==> src/rtl/ascon_pkg.sv <==
// Shared definitions for the Ascon-Hash sponge controller.
// Holds the FSM state encoding, the rate width, the Ascon-Hash IV, the
// padding word used for an extra all-padding block, and the state that
// results from running p12 over the IV (used when the init permutation is
// skipped).
package ascon_pkg;

    localparam int RATE_W = 64;

    typedef enum logic [2:0] {
        IDLE,
        INIT,
        PWAIT,
        ABSORB,
        PAD,
        SQZ_OUT
    } state_e;

    localparam logic [RATE_W-1:0] IV_DEFAULT = 64'h00400c0000000100;
    localparam logic [RATE_W-1:0] PAD_WORD   = 64'h8000000000000000;

    // p12({IV,0,0,0,0})
    localparam logic [63:0] PRE_X0 = 64'hee9398aadb67f03d;
    localparam logic [63:0] PRE_X1 = 64'h8bb21831c60f1002;
    localparam logic [63:0] PRE_X2 = 64'hb48a92db98d5da62;
    localparam logic [63:0] PRE_X3 = 64'h43189921b8f8e3e8;
    localparam logic [63:0] PRE_X4 = 64'h348fa5c9d525e140;

endpackage

==> src/rtl/ascon_hash_ctrl_pad64.sv <==
// Combinational absorb-word formatter.
// Turns a message word into the 64-bit block XORed into x0:
//   - not last: the word passes through unchanged
//   - last, n < 8 valid bytes: upper n bytes kept, byte n = 0x80, rest zero
//   - last, n = 8 (values above 8 clamp to 8): word passes through and
//     full_last flags that a separate padding block must follow
// Ports:
//   msg_data  [63:0] in   message word, byte 0 in bits [63:56]
//   msg_bytes [3:0]  in   valid bytes in a last word
//   msg_last         in   word is the final one
//   word      [63:0] out  block to absorb
//   full_last        out  last word was completely full
import ascon_pkg::*;

module ascon_pad64 (
    input  logic [RATE_W-1:0] msg_data,
    input  logic [3:0]        msg_bytes,
    input  logic              msg_last,
    output logic [RATE_W-1:0] word,
    output logic              full_last
);

    logic [3:0] n;

    always_comb begin
        n = (msg_bytes > 4'd8) ? 4'd8 : msg_bytes;
        word = '0;
        for (int i = 0; i < 8; i++) begin
            if (!msg_last || (4'(i) < n)) begin
                word[63-8*i -: 8] = msg_data[63-8*i -: 8];
            end else if (4'(i) == n) begin
                word[63-8*i -: 8] = 8'h80;
            end
        end
        full_last = msg_last && (n == 4'd8);
    end

endmodule

==> src/rtl/ascon_hash_ctrl.sv <==
// Ascon-Hash sponge controller sitting in front of a registered p12 stage.
// Owns the 320-bit state x0..x4, runs the init permutation, absorbs 64-bit
// message blocks with padding and squeezes four 64-bit digest words.
// Optional build macro ASCON_HASH_PRECOMP_IV_EN: start loads the post-init
// state directly and skips the init permutation.
// Ports:
//   clk, rst_n                 clock, async active-low reset
//   start                      begin a hash (only honoured in IDLE)
//   msg_valid/msg_ready        message handshake
//   msg_data/msg_last/msg_bytes message word, last flag, bytes in last word
//   perm_en                    one-cycle strobe to the stage process_en
//   st_x0_o..st_x4_o           state presented to the stage
//   st_x0_i..st_x4_i           stage result
//   digest_valid/digest_ready  digest handshake
//   digest_data/idx/last       digest word, index 0..3, last flag
//   busy                       high outside IDLE
import ascon_pkg::*;

module ascon_hash_ctrl #(
    parameter int unsigned P_LAT = 1,
    parameter logic [63:0] IV    = IV_DEFAULT
) (
    input  logic        clk,
    input  logic        rst_n,
    input  logic        start,
    input  logic        msg_valid,
    output logic        msg_ready,
    input  logic [63:0] msg_data,
    input  logic        msg_last,
    input  logic [3:0]  msg_bytes,
    output logic        perm_en,
    output logic [63:0] st_x0_o,
    output logic [63:0] st_x1_o,
    output logic [63:0] st_x2_o,
    output logic [63:0] st_x3_o,
    output logic [63:0] st_x4_o,
    input  logic [63:0] st_x0_i,
    input  logic [63:0] st_x1_i,
    input  logic [63:0] st_x2_i,
    input  logic [63:0] st_x3_i,
    input  logic [63:0] st_x4_i,
    output logic        digest_valid,
    input  logic        digest_ready,
    output logic [63:0] digest_data,
    output logic [1:0]  digest_idx,
    output logic        digest_last,
    output logic        busy
);

    localparam logic [3:0] LAT = 4'(P_LAT);

    state_e      state, state_nxt;
    state_e      ret, ret_nxt;
    logic [63:0] x0, x1, x2, x3, x4;
    logic [63:0] x0_nxt, x1_nxt, x2_nxt, x3_nxt, x4_nxt;
    logic [3:0]  pcnt, pcnt_nxt;
    logic [1:0]  sq_cnt, sq_nxt;
    logic        perm_req, perm_req_nxt;
    logic [63:0] abs_word;
    logic        abs_full;

    ascon_pad64 u_pad (
        .msg_data  (msg_data),
        .msg_bytes (msg_bytes),
        .msg_last  (msg_last),
        .word      (abs_word),
        .full_last (abs_full)
    );

    always_ff @(posedge clk or negedge rst_n) begin
        if (!rst_n) begin
            state    <= IDLE;
            ret      <= IDLE;
            x0       <= '0;
            x1       <= '0;
            x2       <= '0;
            x3       <= '0;
            x4       <= '0;
            pcnt     <= '0;
            sq_cnt   <= '0;
            perm_req <= 1'b0;
        end else begin
            state    <= state_nxt;
            ret      <= ret_nxt;
            x0       <= x0_nxt;
            x1       <= x1_nxt;
            x2       <= x2_nxt;
            x3       <= x3_nxt;
            x4       <= x4_nxt;
            pcnt     <= pcnt_nxt;
            sq_cnt   <= sq_nxt;
            perm_req <= perm_req_nxt;
        end
    end

    // pcnt holds the number of cycles elapsed since perm_en was high.
    // INIT and PAD strobe perm_en themselves, so PWAIT starts at 1 after them;
    // after a message or digest handshake the strobe comes from perm_req in
    // the first PWAIT cycle, so PWAIT starts at 0.
    always_comb begin
        state_nxt    = state;
        ret_nxt      = ret;
        x0_nxt       = x0;
        x1_nxt       = x1;
        x2_nxt       = x2;
        x3_nxt       = x3;
        x4_nxt       = x4;
        pcnt_nxt     = pcnt;
        sq_nxt       = sq_cnt;
        perm_req_nxt = 1'b0;

        case (state)
            IDLE: begin
                if (start) begin
                    sq_nxt   = '0;
                    pcnt_nxt = '0;
`ifdef ASCON_HASH_PRECOMP_IV_EN
                    x0_nxt    = PRE_X0;
                    x1_nxt    = PRE_X1;
                    x2_nxt    = PRE_X2;
                    x3_nxt    = PRE_X3;
                    x4_nxt    = PRE_X4;
                    state_nxt = ABSORB;
`else
                    x0_nxt    = IV;
                    x1_nxt    = '0;
                    x2_nxt    = '0;
                    x3_nxt    = '0;
                    x4_nxt    = '0;
                    state_nxt = INIT;
`endif
                end
            end

            INIT: begin
                ret_nxt   = ABSORB;
                pcnt_nxt  = 4'd1;
                state_nxt = PWAIT;
            end

            PWAIT: begin
                if (pcnt == LAT) begin
                    x0_nxt    = st_x0_i;
                    x1_nxt    = st_x1_i;
                    x2_nxt    = st_x2_i;
                    x3_nxt    = st_x3_i;
                    x4_nxt    = st_x4_i;
                    // The padding block is folded in on the way into PAD so
                    // the state seen by the stage during the PAD strobe is
                    // already padded.
                    if (ret == PAD) begin
                        x0_nxt = st_x0_i ^ PAD_WORD;
                    end
                    state_nxt = ret;
                end else begin
                    pcnt_nxt = pcnt + 4'd1;
                end
            end

            ABSORB: begin
                if (msg_valid) begin
                    x0_nxt       = x0 ^ abs_word;
                    pcnt_nxt     = '0;
                    perm_req_nxt = 1'b1;
                    state_nxt    = PWAIT;
                    if (!msg_last) begin
                        ret_nxt = ABSORB;
                    end else if (abs_full) begin
                        ret_nxt = PAD;
                    end else begin
                        ret_nxt = SQZ_OUT;
                        sq_nxt  = '0;
                    end
                end
            end

            PAD: begin
                ret_nxt   = SQZ_OUT;
                sq_nxt    = '0;
                pcnt_nxt  = 4'd1;
                state_nxt = PWAIT;
            end

            SQZ_OUT: begin
                if (digest_ready) begin
                    if (sq_cnt == 2'd3) begin
                        state_nxt = IDLE;
                    end else begin
                        sq_nxt       = sq_cnt + 2'd1;
                        pcnt_nxt     = '0;
                        perm_req_nxt = 1'b1;
                        ret_nxt      = SQZ_OUT;
                        state_nxt    = PWAIT;
                    end
                end
            end

            default: state_nxt = IDLE;
        endcase
    end

    assign perm_en      = (state == INIT) || (state == PAD) || perm_req;
    assign msg_ready    = (state == ABSORB);
    assign digest_valid = (state == SQZ_OUT);
    assign digest_data  = digest_valid ? x0 : '0;
    assign digest_idx   = digest_valid ? sq_cnt : 2'd0;
    assign digest_last  = digest_valid && (sq_cnt == 2'd3);
    assign busy         = (state != IDLE);

    assign st_x0_o = x0;
    assign st_x1_o = x1;
    assign st_x2_o = x2;
    assign st_x3_o = x3;
    assign st_x4_o = x4;

endmodule
==> config.mk <==
export PLATFORM = sky130hd
export DESIGN_NAME = ascon_hash_ctrl
export DESIGN_NICKNAME = d
export VERILOG_FILES = /design/src/rtl/ascon_pkg.sv /design/src/rtl/ascon_hash_ctrl_pad64.sv /design/src/rtl/ascon_hash_ctrl.sv
export SDC_FILE = /design/constraint.sdc
export NUM_CORES = 1
export LEC_CHECK = 0
export ABC_AREA = 1
export ABC_CLOCK_PERIOD_IN_PS = 1500
export CAP_MARGIN = 30
export CORE_AREA = 2 2 307 309
export CTS_CLUSTER_DIAMETER = 100
export CTS_CLUSTER_SIZE = 28
export DETAILED_ROUTE_END_ITERATION = 7
export DIE_AREA = 0 0 309 311
export GPL_TIMING_DRIVEN = 1
export RECOVER_POWER = 50
export SYNTH_ARGS = -nofsm -noshare
export SYNTH_HDL_FRONTEND = slang
export SYNTH_SLANG_ARGS = --single-unit
export TNS_END_PERCENT = 10
==> constraint.sdc <==
create_clock -name clk -period 1.5 [get_ports clk]
set_input_delay 0.3 -clock clk [delete_from_list [all_inputs] [get_ports clk]]
set_output_delay 0.3 -clock clk [all_outputs]
set_load 0.02 [all_outputs]
==> results.sh <==
export IMPL_synth_area_per_cell_um2=7.81
export IMPL_rsz0062_at_grt="true"
export IMPL_total_power_uw=47300
export IMPL_hp_class="input port to flop"
export IMPL_cts_tree="done"
export IMPL_clock_sinks=333
export IMPL_violations="setup timing"
export IMPL_tightest_slew_ns=0.755
export IMPL_fmax_mhz=439
export IMPL_ios=785
export IMPL_synth_cell_types=26
export IMPL_min_to="st_x1_o[18]$_DFFE_PN0P_"
export IMPL_crit_path_start_kind="flop"
export IMPL_drv_cap=0
export IMPL_setup_violations=682
export IMPL_met1_usage=0.162
export IMPL_cp_top_family="buffers and inverters"
export IMPL_die_area_mm2=0.0961
export IMPL_groute_layer_met3_usage=0.0433
export IMPL_cpMaxStageDelayCell="dfrtp_1"
export IMPL_design_area_mm2=0.0286
export IMPL_critPathBufInv=4
export IMPL_overflow=0
export IMPL_cts_root_buffer="clkbuf_16"
export IMPL_crit_fanout=7
export IMPL_worstReg2RegStart="state[1]$_DFFE_PN0P_"
export IMPL_slowest_delay_ns=0.42
export IMPL_ys_ff_latch=333
export IMPL_yosysSeqAreaShare=0.526
export IMPL_drtAntennaViolNets=0
export IMPL_synth_nets=2427
export IMPL_synth_most_common_cell="inv_1"
export IMPL_hold_start="st_x1_i[18]"
export IMPL_async_flop_share=1.00
export IMPL_arrival_ns=1.98
export IMPL_die_x_um=309
export IMPL_end_kind="output port"
export IMPL_top_usage_layer="met2"
export IMPL_grt_pass1_vias=16500
export IMPL_drc=0
export IMPL_yosys_area_top_type="dfrtp_1"
export IMPL_leakagePower_uw=0.0123
export IMPL_grtUsageMet2=0.242
export IMPL_dpl_hpwl_um=55500
export IMPL_relSlewSlack=0.496
export IMPL_path_cells="nor2_4 > nand2_8 > buf_12 > buf_12 > buf_8 > nor2_4 > buf_6"
export IMPL_antenna_found_initial=10
export IMPL_start_util=0.171
export IMPL_fin_ws_ns=-0.775
export IMPL_clk_pin_slew_ns=0.11
export IMPL_grt_usage=0.141
export IMPL_gp_congestion=0.892
export IMPL_hold_violations=0
export IMPL_wl_per_cell_um=17.4
export IMPL_core_mm2=0.0928
export IMPL_rows=112
export IMPL_place_area_mm2=0.0271
export IMPL_yosys_area_top_type_share=0.526
export IMPL_synth_edf_count=0
export IMPL_finalCritPeriodShare=1.52
export IMPL_rrSetupSlack_ns=-0.52
export IMPL_clk_latency_ns=0.60
export IMPL_grt_max_degree=69
export IMPL_drive_gt1_frac=0.180
export IMPL_cp_required_ns=1.20
export IMPL_cellPowerDensity_mw_per_mm2=1650
export IMPL_wirelength_um=73200
export IMPL_port_buffers=784
export IMPL_htree_levels=1
export IMPL_synth_area_top_cells="dfrtp_1, nand3_1, o21ai_0"
export IMPL_clk_path_buf_depth=3
export IMPL_via_count=17100
export IMPL_min_delay_path_depth=3
export IMPL_reg2reg_depth=13
export IMPL_cts_buffers=20
export IMPL_drtPass1Iterations=5
export IMPL_syn_inst=2030
export IMPL_die_h_um=311
export IMPL_critPathKind="flop to output port"
export IMPL_peakVddDrop_mv=0.955
export IMPL_status="complete, but fails checks"
export IMPL_slew_viol_final=0
export IMPL_fin_skew_ns=0.0466
export IMPL_yosys_warnings=0
export IMPL_synth_main_ff_cell="dfrtp_1"
export IMPL_reg2reg_to="st_x0_o[59]$_DFFE_PN0P_"
export IMPL_finalCoreUtilization=0.309
export IMPL_synthTopCellsByCount="inv_1, nand3_1, dfrtp_1, o21ai_0, nand2_1"
export IMPL_nets=3335
export IMPL_dr_first_iter_drc_count=1030
export IMPL_finalCriticalPeriod_ns=2.28
export IMPL_grt_pass1_wl_um=104000
export IMPL_synth_cell_area_mm2=0.0158
export IMPL_routed_via_density=4.06
export IMPL_areaGrowthSynthToFinish_pct=80.7
## what timing repair did
| action | CTS | global route |
|---|---|---|
| hold buffers | 1 | 0 |
| gates resized for setup | 389 | 409 |
| pin swaps | 6 | 16 |
| cloned | 2 | 6 |
| endpoints found under the setup margin | 723 | 722 |
| hold endpoints to repair | 179 | 0 |
| setup buffers | 19 | 10 |
## per-layer routing
metal | vias up | share of wire
met1 | 7999 | 0.38
met5 | - | 0.0011
li1 | 8244 | -
met3 | 119 | 0.090
met2 | 685 | 0.48
met4 | 12 | 0.047
## worst max path at each step
stage,startpoint,endpoint,cells past startpoint
finish,state[1]$_DFFE_PN0P_,digest_data[3],7
global route,state[1]$_DFFE_PN0P_,digest_data[3],7
CTS,state[2]$_DFFE_PN0P_,digest_data[31],6
detailed placement,state[1]$_DFFE_PN0P_,digest_data[24],5
global placement,state[2]$_DFFE_PN0P_,digest_data[24],6
floorplan,state[2]$_DFFE_PN0P_,digest_data[34],6
## flip-flops by register name, indices dropped and copies added, names as in the netlist
signal and flops:
pcnt 4, perm_req 1, ret 3, sq_cnt 2
st_x0_o 64, st_x1_o 64, st_x2_o 64, st_x3_o 64
st_x4_o 64, state 3
## final cells by class
class	instances	area [um^2]
diodes	1	2.50
repair buffers	1015	10500
fillers	9748	64100
well taps	1254	1570
inverters	382	1440
clock inverters	12	171
multi-input cells	1186	6040
clock buffers	22	529
flip-flops and latches	333	8340
## through the flow
stage	std cells	TNS (ns)	setup slack [ns]	hold WS [ns]
detailed placement	4136	-138.01	-0.539	0.271
global route	4205	-303.26	-0.854	0.243
CTS	4192	-298.34	-0.818	0.204
floorplan	2030	-14.01	-0.0524	0.00441
global placement	4136	-133.16	-0.492	0.268
finish	4205	-235.90	-0.775	0.265
## cell usage in the layout (no fill, tap or decap), drive strengths merged
cell type,instances
buf,363
o31ai,1
clkdlybuf4s50,613
dfrtp,333
dlygate4sd3,1
nand3,361
clkinvlp,1
xor2,2
nand4,11
clkbuf,58
nor2,200
o21bai,1
o32ai,1
o21ai,316
clkinv,6
nand2,221
o211ai,1
diode,1
o21a,2
a21oi,64
or2,1
ha,3
clkdlybuf4s15,2
inv,387
a31o,1
## where the power goes
| group | switching [uW] | leakage, uW | internal [uW] |
|---|---|---|---|
| clock | 3860 | 0.000335 | 2790 |
| sequential | 1480 | 0.00441 | 11400 |
| combinational | 15700 | 0.00756 | 12000 |
| total | 21100 | 0.0123 | 26200 |
## worst register-to-register path: stages, from the launching register on
cell,delay [ns]
dfrtp_1,0.42
buf_4,0.19
nand2_2,0.09
nor2_4,0.04
buf_4,0.15
nand2_2,0.07
nand2_2,0.07
buf_4,0.14
nor2_4,0.23
buf_12,0.16
clkbuf_16,0.15
buf_4,0.12
nor2_1,0.04
a21oi_1,0.10
## logic make-up (layout without fill, tap and decap cells)
group | count (synthesis) | in the layout | synth area share
compound gates | 387 | 387 | 0.124
xor+xnor | 2 | 2 | 0.00111
fa+ha+maj | 3 | 3 | 0.00237
buf+inv | 511 | 1431 | 0.127
flops | 333 | 333 | 0.526
other cells | 0 | 1 | 0
simple gates | 794 | 794 | 0.219
(Power assumes the default switching activity.)
